### config.mk
export PLATFORM = sky130hd
export DESIGN_NAME = axil_cmd_master
export DESIGN_NICKNAME = d
export VERILOG_FILES = /design/src/rtl/axil_cmd_master.sv
export SDC_FILE = /design/constraint.sdc
export NUM_CORES = 1
export LEC_CHECK = 0
export ABC_AREA = 1
export CORE_MARGIN = 2
export CORE_UTILIZATION = 39
export CTS_BUF_LIST = sky130_fd_sc_hd__clkbuf_8
export DETAILED_ROUTE_END_ITERATION = 8
export PLACE_DENSITY = 0.79
export SLEW_MARGIN = 10
export SYNTH_ARGS = -nofsm -noshare
export SYNTH_HDL_FRONTEND = slang
export SYNTH_SLANG_ARGS = --single-unit
### constraint.sdc
create_clock -name M_AXI_ACLK -period 2.5 [get_ports M_AXI_ACLK]
set_input_delay 0.25 -clock M_AXI_ACLK [delete_from_list [all_inputs] [get_ports M_AXI_ACLK]]
set_output_delay 0.25 -clock M_AXI_ACLK [all_outputs]
set_load 0.005 [all_outputs]
### src/rtl/axil_cmd_master.sv
// Single-outstanding AXI4-Lite master: one valid/ready command in, one response out.
// A cycle budget from command acceptance aborts transactions to absent or hung slaves.
module axil_cmd_master #(
    parameter int C_M_AXI_DATA_WIDTH = 32,
    parameter int C_M_AXI_ADDR_WIDTH = 5,
    parameter int C_TIMEOUT          = 1024
) (
    input  logic                              M_AXI_ACLK,
    input  logic                              M_AXI_ARESET,
    input  logic                              cmd_valid,
    output logic                              cmd_ready,
    input  logic                              cmd_write,
    input  logic [C_M_AXI_ADDR_WIDTH-1:0]     cmd_addr,
    input  logic [C_M_AXI_DATA_WIDTH-1:0]     cmd_wdata,
    input  logic [C_M_AXI_DATA_WIDTH/8-1:0]   cmd_wstrb,
    output logic                              rsp_valid,
    input  logic                              rsp_ready,
    output logic [C_M_AXI_DATA_WIDTH-1:0]     rsp_rdata,
    output logic [1:0]                        rsp_resp,
    output logic                              rsp_timeout,
    output logic [C_M_AXI_ADDR_WIDTH-1:0]     M_AXI_AWADDR,
    output logic [2:0]                        M_AXI_AWPROT,
    output logic                              M_AXI_AWVALID,
    input  logic                              M_AXI_AWREADY,
    output logic [C_M_AXI_DATA_WIDTH-1:0]     M_AXI_WDATA,
    output logic [C_M_AXI_DATA_WIDTH/8-1:0]   M_AXI_WSTRB,
    output logic                              M_AXI_WVALID,
    input  logic                              M_AXI_WREADY,
    input  logic [1:0]                        M_AXI_BRESP,
    input  logic                              M_AXI_BVALID,
    output logic                              M_AXI_BREADY,
    output logic [C_M_AXI_ADDR_WIDTH-1:0]     M_AXI_ARADDR,
    output logic [2:0]                        M_AXI_ARPROT,
    output logic                              M_AXI_ARVALID,
    input  logic                              M_AXI_ARREADY,
    input  logic [C_M_AXI_DATA_WIDTH-1:0]     M_AXI_RDATA,
    input  logic [1:0]                        M_AXI_RRESP,
    input  logic                              M_AXI_RVALID,
    output logic                              M_AXI_RREADY
);

    localparam int CW = (C_TIMEOUT > 1) ? $clog2(C_TIMEOUT + 1) : 1;
    localparam logic [CW-1:0] TMO_LAST = CW'((C_TIMEOUT > 0) ? C_TIMEOUT - 1 : 0);

    typedef enum logic [2:0] {
        S_IDLE, S_WR_ADDR, S_WR_RESP, S_RD_ADDR, S_RD_DATA, S_RSP
    } state_t;

    state_t r_state, w_state_nxt;

    logic [C_M_AXI_ADDR_WIDTH-1:0]   r_addr;
    logic [C_M_AXI_DATA_WIDTH-1:0]   r_wdata;
    logic [C_M_AXI_DATA_WIDTH/8-1:0] r_wstrb;
    logic                            r_awvalid, r_wvalid;
    logic [CW-1:0]                   r_cnt, w_cnt_nxt;
    logic [C_M_AXI_DATA_WIDTH-1:0]   r_rdata;
    logic [1:0]                      r_resp;
    logic                            r_tmo;
    logic                            w_accept, w_busy, w_done, w_tmo_hit;

    always_comb begin
        w_state_nxt = r_state;
        w_done      = 1'b0;
        w_accept    = (r_state == S_IDLE) && cmd_valid;
        w_busy      = (r_state == S_WR_ADDR) || (r_state == S_WR_RESP) ||
                      (r_state == S_RD_ADDR) || (r_state == S_RD_DATA);
        w_cnt_nxt   = r_cnt + 1'b1;
        // The acceptance cycle counts toward the budget, hence the compare on the
        // post-increment value; >= keeps a late phase that already won a race bounded.
        w_tmo_hit   = (C_TIMEOUT > 0) && w_busy && (w_cnt_nxt >= TMO_LAST);
        case (r_state)
            S_IDLE:    if (cmd_valid) w_state_nxt = cmd_write ? S_WR_ADDR : S_RD_ADDR;
            S_WR_ADDR: w_done = (!r_awvalid || M_AXI_AWREADY) && (!r_wvalid || M_AXI_WREADY);
            S_WR_RESP: w_done = M_AXI_BVALID;
            S_RD_ADDR: w_done = M_AXI_ARREADY;
            S_RD_DATA: w_done = M_AXI_RVALID;
            S_RSP:     if (rsp_ready) w_state_nxt = S_IDLE;
            default:   w_state_nxt = S_IDLE;
        endcase
        if (w_done) begin
            case (r_state)
                S_WR_ADDR: w_state_nxt = S_WR_RESP;
                S_RD_ADDR: w_state_nxt = S_RD_DATA;
                default:   w_state_nxt = S_RSP;
            endcase
        end else if (w_tmo_hit) begin
            w_state_nxt = S_RSP;
        end
    end

    always_ff @(posedge M_AXI_ACLK or posedge M_AXI_ARESET) begin
        if (M_AXI_ARESET) r_state <= S_IDLE;
        else              r_state <= w_state_nxt;
    end

    always_ff @(posedge M_AXI_ACLK or posedge M_AXI_ARESET) begin
        if (M_AXI_ARESET) begin
            r_addr    <= '0;
            r_wdata   <= '0;
            r_wstrb   <= '0;
            r_awvalid <= 1'b0;
            r_wvalid  <= 1'b0;
            r_cnt     <= '0;
            r_rdata   <= '0;
            r_resp    <= 2'b00;
            r_tmo     <= 1'b0;
        end else begin
            if (w_accept) begin
                r_addr    <= cmd_addr;
                r_wdata   <= cmd_wdata;
                r_wstrb   <= cmd_wstrb;
                r_awvalid <= cmd_write;
                r_wvalid  <= cmd_write;
                r_cnt     <= '0;
            end else if (w_busy) begin
                r_cnt <= w_cnt_nxt;
            end
            // AW and W retire independently; an abort drops whichever is still pending.
            if (r_state == S_WR_ADDR) begin
                if (M_AXI_AWREADY || w_tmo_hit) r_awvalid <= 1'b0;
                if (M_AXI_WREADY  || w_tmo_hit) r_wvalid  <= 1'b0;
            end
            if (w_done && r_state == S_WR_RESP) begin
                r_rdata <= '0;
                r_resp  <= M_AXI_BRESP;
                r_tmo   <= 1'b0;
            end else if (w_done && r_state == S_RD_DATA) begin
                r_rdata <= M_AXI_RDATA;
                r_resp  <= M_AXI_RRESP;
                r_tmo   <= 1'b0;
            end else if (!w_done && w_tmo_hit) begin
                r_rdata <= '0;
                r_resp  <= 2'b11;
                r_tmo   <= 1'b1;
            end
        end
    end

    assign cmd_ready     = (r_state == S_IDLE);
    assign rsp_valid     = (r_state == S_RSP);
    assign rsp_rdata     = r_rdata;
    assign rsp_resp      = r_resp;
    assign rsp_timeout   = r_tmo;
    assign M_AXI_AWADDR  = r_addr;
    assign M_AXI_AWPROT  = 3'b000;
    assign M_AXI_AWVALID = r_awvalid;
    assign M_AXI_WDATA   = r_wdata;
    assign M_AXI_WSTRB   = r_wstrb;
    assign M_AXI_WVALID  = r_wvalid;
    assign M_AXI_BREADY  = (r_state == S_WR_RESP);
    assign M_AXI_ARADDR  = r_addr;
    assign M_AXI_ARPROT  = 3'b000;
    assign M_AXI_ARVALID = (r_state == S_RD_ADDR);
    assign M_AXI_RREADY  = (r_state == S_RD_DATA);

endmodule

==> metrics, run 1 <==
status=finished clean; via count=3,872; routed vias/inst=4.82; largest family of logic cells by synthesized area=simple AND/OR/NAND/NOR gates; LEAKAGE=0.00298 uW; Post-synth EDFFs=0; # setup viols final=0; multiplexer area fraction after synthesis=0; maximum vdd drop=0.000491 V; FP Rows=37; starting density of the core=0.402; pwr dens=1090 nW/um2; largest net degree at the start of global routing=44; worst slack at placement=0.260 ns; Residual DRC=0; total global routing overflow=0; simple-gate share of the synthesized area=0.315; CTS buffer count=9; slew margin rel.=0.303; fin area=around 6100 um2; Tcrit/Tclk final=0.913; CP max-delay cell=dfrtp_1; PortBufs=around 170; Max Fclk=438 MHz; die area=11,500 um2; CP peak stage delay=0.43 ns; commonest non-fill, non-tap cell in the layout=nand2_1; drt first-iter violations=approximately 130; area occupied by multi-input gates=roughly 1600 um2; share of cells above drive strength 1=0.0600; top cell type's share of synthesized area=0.552; CTS tree=yes; worst slew pin tran=1.04 ns; max-slew violations=0; Top Ports=181; vias in the first global route=roughly 3,800; number of max-cap violations=0; post-CTS setup buffer count=0; mean area per synthesized cell=8.39 um2; post-synthesis async set-or-reset flop share=1.00; drt total wl=11.2 mm; Tmin final=~2.3 ns; Mapped Cells=497; Synth Warn #=0; DP Area=5970 um2; Area growth syn-to-layout=47.4%; CTS Hold Buffers Added=0; CORE AREA=10,400 um2; cell taking the most area after synthesis=dfrtp_1; HPWL after DPL=around 8.3 mm; placer congestion estimate=0.872; min-delay worst type=in2async; n_diodes=0; die height=107 um; CTS Root Cell=clkbuf_8; Top delay family on crit path=simple AND/OR/NAND/NOR gates; hold slack final=0.326 ns; Setup Skew=~0.0067 ns; Unique masters post-synth=31; DR pass1 iterations=5; Worst-path clk slew=0.08 ns; Clock Path Buffers=2; CTS resizes=0; # H-tree levels=3; crit path launch type=register; setup_tns=0 ns; Fillers=897; commonest cells after routing, fill and taps aside=227 x nand2_1, 174 x clkdlybuf4s50_1, 92 x dfrtp_1; CP Cell Sequence=ha_1 > nand2_2 > inv_1 > nor2_1 > nand3_1 > nor2_1 > nand4_1 > nand2_2 > nand3_4 > buf_4 > nand3_2 > nand2_1; Synth Flop Type=dfrtp_1; sequential cell area=2300 um2; Critical path buffers and inverters=2; Die X=107 um; xor/xnor share of the synthesized area=0.00210; Final Hold Viols=0; Clock Latency Late Sink=between 0.3 and 0.4 ns; Worst Path Required=about 2.8 ns; CP Class=reg2reg; drt wl/cell=13.9 um; RSZ-0062 raised after global routing=false; Mapped Area=4170 um2; Clock Sink Count=between 90 and 100; Detail Route Antenna Nets=0; post-synthesis adder-cell area fraction=0.00600; endpoint class of the critical path=register; initial antenna violation count=0; CP arrival=2.53 ns; top post-synthesis cells by area=dfrtp_1 55%, nand2_1 20%, nand3_1 5.5%, inv_1 3.1%, buf_4 2.0%; CP max FO=33; total track usage=0.197; register area share after synthesis=0.552; Final Worst Setup Slack=0.218 ns; compound-cell area share of the yosys netlist=0.0420; nets=about 750; first-pass GRT wire length=18.0 mm; #FFs+latches synth=92
[final cells by class]
cell class,count,area share
clock inverters,2,0.00163
multi-input cells,346,0.253
inverters,35,0.0220
clock buffers,12,0.0269
flip-flops and latches,92,0.375
repair buffers,180,0.295
well taps,136,0.0277
[Yosys cell counts (3+ instances only)]
| cell type | number |
|---|---|
| clkbuf_1 | 8 |
| nand3_2 | 5 |
| nand4_1 | 3 |
| o21ai_0 | 12 |
| nand2_1 | 227 |
| buf_2 | 4 |
| o22ai_1 | 5 |
| nor2_1 | 18 |
| dfrtp_1 | 92 |
| nor2_2 | 3 |
| inv_1 | 34 |
| nand3_1 | 46 |
| buf_6 | 4 |
| nand2_2 | 5 |
| buf_4 | 11 |
[worst paths after layout]
kind                                                  start                          end  slack (ns)  cells after the start
max in group asynchronous                      M_AXI_ARESET         r_cnt[8]$_DFFE_PP0P_        1.59                      3
worst max-delay path                   r_cnt[1]$_DFFE_PP0P_     rsp_rdata[4]$_DFFE_PP0P_        0.22                     12
min in group M_AXI_ACLK                        cmd_wdata[7]   M_AXI_WDATA[7]$_DFFE_PP0P_        0.42                      3
worst max register to register         r_cnt[1]$_DFFE_PP0P_     rsp_rdata[4]$_DFFE_PP0P_        0.22                     12
worst min register to register  M_AXI_WDATA[11]$_DFFE_PP0P_  M_AXI_WDATA[11]$_DFFE_PP0P_        0.47                      2
worst min-delay path                           M_AXI_ARESET  M_AXI_WDATA[22]$_DFFE_PP0P_        0.33                      2
[flip-flops by register name, summed over array words and instances, names as in the netlist]
signal and cells:
M_AXI_WDATA 32, rsp_rdata 32, r_cnt 11, M_AXI_ARADDR 5, M_AXI_WSTRB 4, r_state 3
rsp_resp 2, M_AXI_AWVALID 1, M_AXI_WVALID 1, rsp_timeout 1
[routing by layer]
layer | up-vias | part of all wire | global-route usage
li1 | 1865 | - | -
met2 | 125 | 0.50 | 0.322
met3 | 26 | 0.062 | 0.0545
met4 | 0 | 0.033 | 0.0907
met1 | 1856 | 0.41 | 0.242
met5 | - | 0 | 0
[cells by family after synthesis]
logic type | Yosys count
adder cells (fa/ha/maj) | 2
other | 1
AO/OA/AOI/OAI | 26
buffers and inverters | 64
XOR/XNOR | 1
AND/OR/NAND/NOR | 311
flip-flops | 92
[metrics by stage]
| step | util | total power [uW] | std cells |
|---|---|---|---|
| 2_1_floorplan | - | 4080 | 502 |
| 3_3_place_gp | 0.576 | 5690 | 789 |
| 3_5_place_dp | 0.576 | 5810 | 789 |
| 4_1_cts | 0.593 | 6740 | 803 |
| 5_1_grt | 0.593 | 7200 | 803 |
| 6_report | 0.593 | 6680 | 803 |
[report_power, final]
part | leakage, uW | switching (uW) | internal [uW]
Sequential | 0.00117 | 423 | 2150
Combinational | 0.00172 | 1510 | 1680
Clock | 0.0000941 | 484 | 429
Total | 0.00298 | 2420 | 4260
No activity file was read; power rests on OpenSTA's default activity.
==> run 2, diff against run 1 <==
--- a/config.mk
+++ b/config.mk
@@ -9,6 +9,7 @@
 export CORE_MARGIN = 2
 export CORE_UTILIZATION = 39
 export CTS_BUF_LIST = sky130_fd_sc_hd__clkbuf_8
+export CTS_CLUSTER_DIAMETER = 120
 export DETAILED_ROUTE_END_ITERATION = 8
 export PLACE_DENSITY = 0.79
 export SLEW_MARGIN = 10
==> results of run 2 <==
Final layout, timing and power as in run 1 (identical DEF).
==> run 3, diff against run 2 <==
--- a/config.mk
+++ b/config.mk
@@ -7,11 +7,11 @@
 export LEC_CHECK = 0
 export ABC_AREA = 1
 export CORE_MARGIN = 2
-export CORE_UTILIZATION = 39
+export CORE_UTILIZATION = 42
 export CTS_BUF_LIST = sky130_fd_sc_hd__clkbuf_8
 export CTS_CLUSTER_DIAMETER = 120
 export DETAILED_ROUTE_END_ITERATION = 8
-export PLACE_DENSITY = 0.79
+export PLACE_DENSITY = 0.81
 export SLEW_MARGIN = 10
 export SYNTH_ARGS = -nofsm -noshare
 export SYNTH_HDL_FRONTEND = slang
==> constraint.sdc (replaced) <==
create_clock -name M_AXI_ACLK -period 2.45 [get_ports M_AXI_ACLK]
set_input_delay 0.245 -clock M_AXI_ACLK [delete_from_list [all_inputs] [get_ports M_AXI_ACLK]]
set_output_delay 0.245 -clock M_AXI_ACLK [all_outputs]
set_load 0.005 [all_outputs]
==> run 3 against run 2 <==
Compared with the run above: die area decreased by 6.9%; clock skew is 0.010 ns higher; combinational power increased by 2%; first-iteration DRC count rose by 35%; register-to-register slack gained 0.02 ns.
==> metrics, run 3 (synthesized netlist as in run 1, its figures left out) <==
die area=10,700 um2 (was 11,500 um2); CTS tree=yes (unchanged); fin util=0.636 (was 0.593); worst slack at placement=0.227 ns (was 0.260 ns); commonest cells after routing, fill and taps aside=227 x nand2_1, 174 x clkdlybuf4s50_1, 92 x dfrtp_1 (unchanged); endpoint class of the critical path=register (unchanged); Detail Route Antenna Nets=0 (unchanged); Area growth syn-to-layout=48.3% (was 47.4%); Worst-path clk slew=0.09 ns (was 0.08 ns); share of cells above drive strength 1=0.0643 (was 0.0600); number of max-cap violations=0 (unchanged); status=finished clean (unchanged); Die X=104 um (was 107 um); RSZ-0062 raised after global routing=true (was false); CP peak stage delay=0.53 ns (was 0.43 ns); DR pass1 iterations=4 (was 5); Critical path buffers and inverters=2 (unchanged); largest net degree at the start of global routing=43 (was 44); Top cell by count, worst path=nor2_1; commonest non-fill, non-tap cell in the layout=nand2_1 (unchanged); Clock Path Buffers=2 (unchanged); slew margin rel.=0.518 (was 0.303); HPWL after DPL=8.08 mm (was 8.31 mm); Max Fclk=451 MHz (was 438 MHz); Final Instance Count excl. Fillers=802 (was 803); Final Hold Viols=0 (unchanged); Clock Sink Count=92 (unchanged); CTS Hold Buffers Added=0 (unchanged); Clock Latency Late Sink=0.35 ns (was 0.36 ns); nets=753 (unchanged); CTS buffer count=9 (unchanged); # H-tree levels=3 (unchanged); FP Rows=36 (was 37); Tmin final=2.22 ns (was 2.28 ns); max-slew violations=0 (unchanged); die height=104 um (was 107 um); CORE AREA=9730 um2 (was 10,400 um2); Residual DRC=0 (unchanged); setup_tns=0 ns (unchanged); dpl cells=786 (was 789); drt first-iter violations=181 (was 134); Top Ports=181 (unchanged); CP Launch Point=r_state[1]$_DFFE_PP0P_ (was r_cnt[1]$_DFFE_PP0P_); crit path launch type=register (unchanged); LEAKAGE=0.00300 uW (was 0.00298 uW); worst slew pin tran=0.722 ns (was 1.04 ns); placer congestion estimate=0.823 (was 0.872); drt wl/cell=13.5 um (was 13.9 um); vias in the first global route=3,809 (was 3,799); pwr dens=1130 nW/um2 (was 1090 nW/um2); hold slack final=0.351 ns (was 0.326 ns); Tcrit/Tclk final=0.905 (was 0.913); Top delay family on crit path=simple AND/OR/NAND/NOR gates (unchanged); CP arrival=2.49 ns (was 2.53 ns); # setup viols final=0 (unchanged); drt total wl=10.8 mm (was 11.2 mm); Final Worst Setup Slack=0.234 ns (was 0.218 ns); initial antenna violation count=0 (unchanged); via count=3,764 (was 3,872); first-pass GRT wire length=18.3 mm (was 18.0 mm); total global routing overflow=0 (unchanged); total track usage=0.206 (was 0.197); CP max FO=33 (unchanged); CP max-delay cell=clkinvlp_4 (was dfrtp_1); CP Cell Sequence=nor2_1 > nand2_2 > nor2_2 > inv_1 > nand2_1 > clkinvlp_4 > nand2_1 > nor2_1 > nor2_1 (was ha_1 > nand2_2 > inv_1 > nor2_1 > nand3_1 > nor2_1 > nand4_1 > nand2_2 > nand3_4 > buf_4 > nand3_2 > nand2_1); n_diodes=0 (unchanged); maximum vdd drop=0.000704 V (was 0.000491 V); routed vias/inst=4.69 (was 4.82); starting density of the core=0.429 (was 0.402); PortBufs=174 (unchanged); reg2reg start=r_state[1]$_DFFE_PP0P_ (was r_cnt[1]$_DFFE_PP0P_); CTS Root Cell=clkbuf_8 (unchanged); R2R Setup Slk=0.23 ns (was 0.22 ns); Setup Skew=0.0172 ns (was 0.00671 ns); min-delay worst type=in2async (unchanged); CP Class=reg2reg (unchanged); Worst Path Required=2.73 ns (was 2.75 ns)
-- run 3: repair_timing --
action                                 CTS  global route
setup endpoints to repair                0             2
endpoints found under the hold margin    0             0
gates resized for setup                  0             1
buffers inserted                         0             0
-- run 3: through the flow --
step                total power [uW]  cell area, um2
floorplan                       4170            4190
global placement                5790            5960
detailed placement              5920            5960
CTS                             7040            6180
global route                    7500            6190
finish                          6970            6190
-- run 3: worst register-to-register path: stages, from the launching register on --
cell,delay [ns]
dfrtp_1,0.44
nor2_1,0.24
nand2_2,0.12
nor2_2,0.12
inv_1,0.09
nand2_1,0.18
clkinvlp_4,0.53
nand2_1,0.27
nor2_1,0.06
nor2_1,0.09
-- run 3: per-layer routing --
metal,part of all wire,vias to the layer above,global-route usage
met4,0.016,0,0.0521
met2,0.51,121,0.361
met5,0,-,0
met3,0.072,17,0.0661
li1,-,1867,-
met1,0.40,1759,0.247
-- run 3: power by group --
group	internal [uW]	switching, uW
registers	2190	423
logic	1720	1540
clock network	561	536
-- run 3: cell type report --
| cell class | count | area, um2 |
|---|---|---|
| fill | 876 | 3540 |
| timing repair buffer | 180 | 1810 |
| multi-input combinational | 346 | 1550 |
| clock buffer | 12 | 165 |
| clock inverter | 4 | 55.1 |
| tap | 133 | 166 |
| sequential | 92 | 2300 |
| inverter | 35 | 139 |
-- run 3: path summary, 6_finish.rpt --
check | endpoint | depth (start not counted)
hold / removal | M_AXI_WDATA[0]$_DFFE_PP0P_ | 2
hold reg to reg | M_AXI_WDATA[26]$_DFFE_PP0P_ | 2
max in group asynchronous | r_cnt[8]$_DFFE_PP0P_ | 3
setup reg to reg | rsp_resp[0]$_DFFE_PP0P_ | 9
setup / recovery | rsp_resp[0]$_DFFE_PP0P_ | 9
min in group M_AXI_ACLK | M_AXI_WDATA[27]$_DFFE_PP0P_ | 3
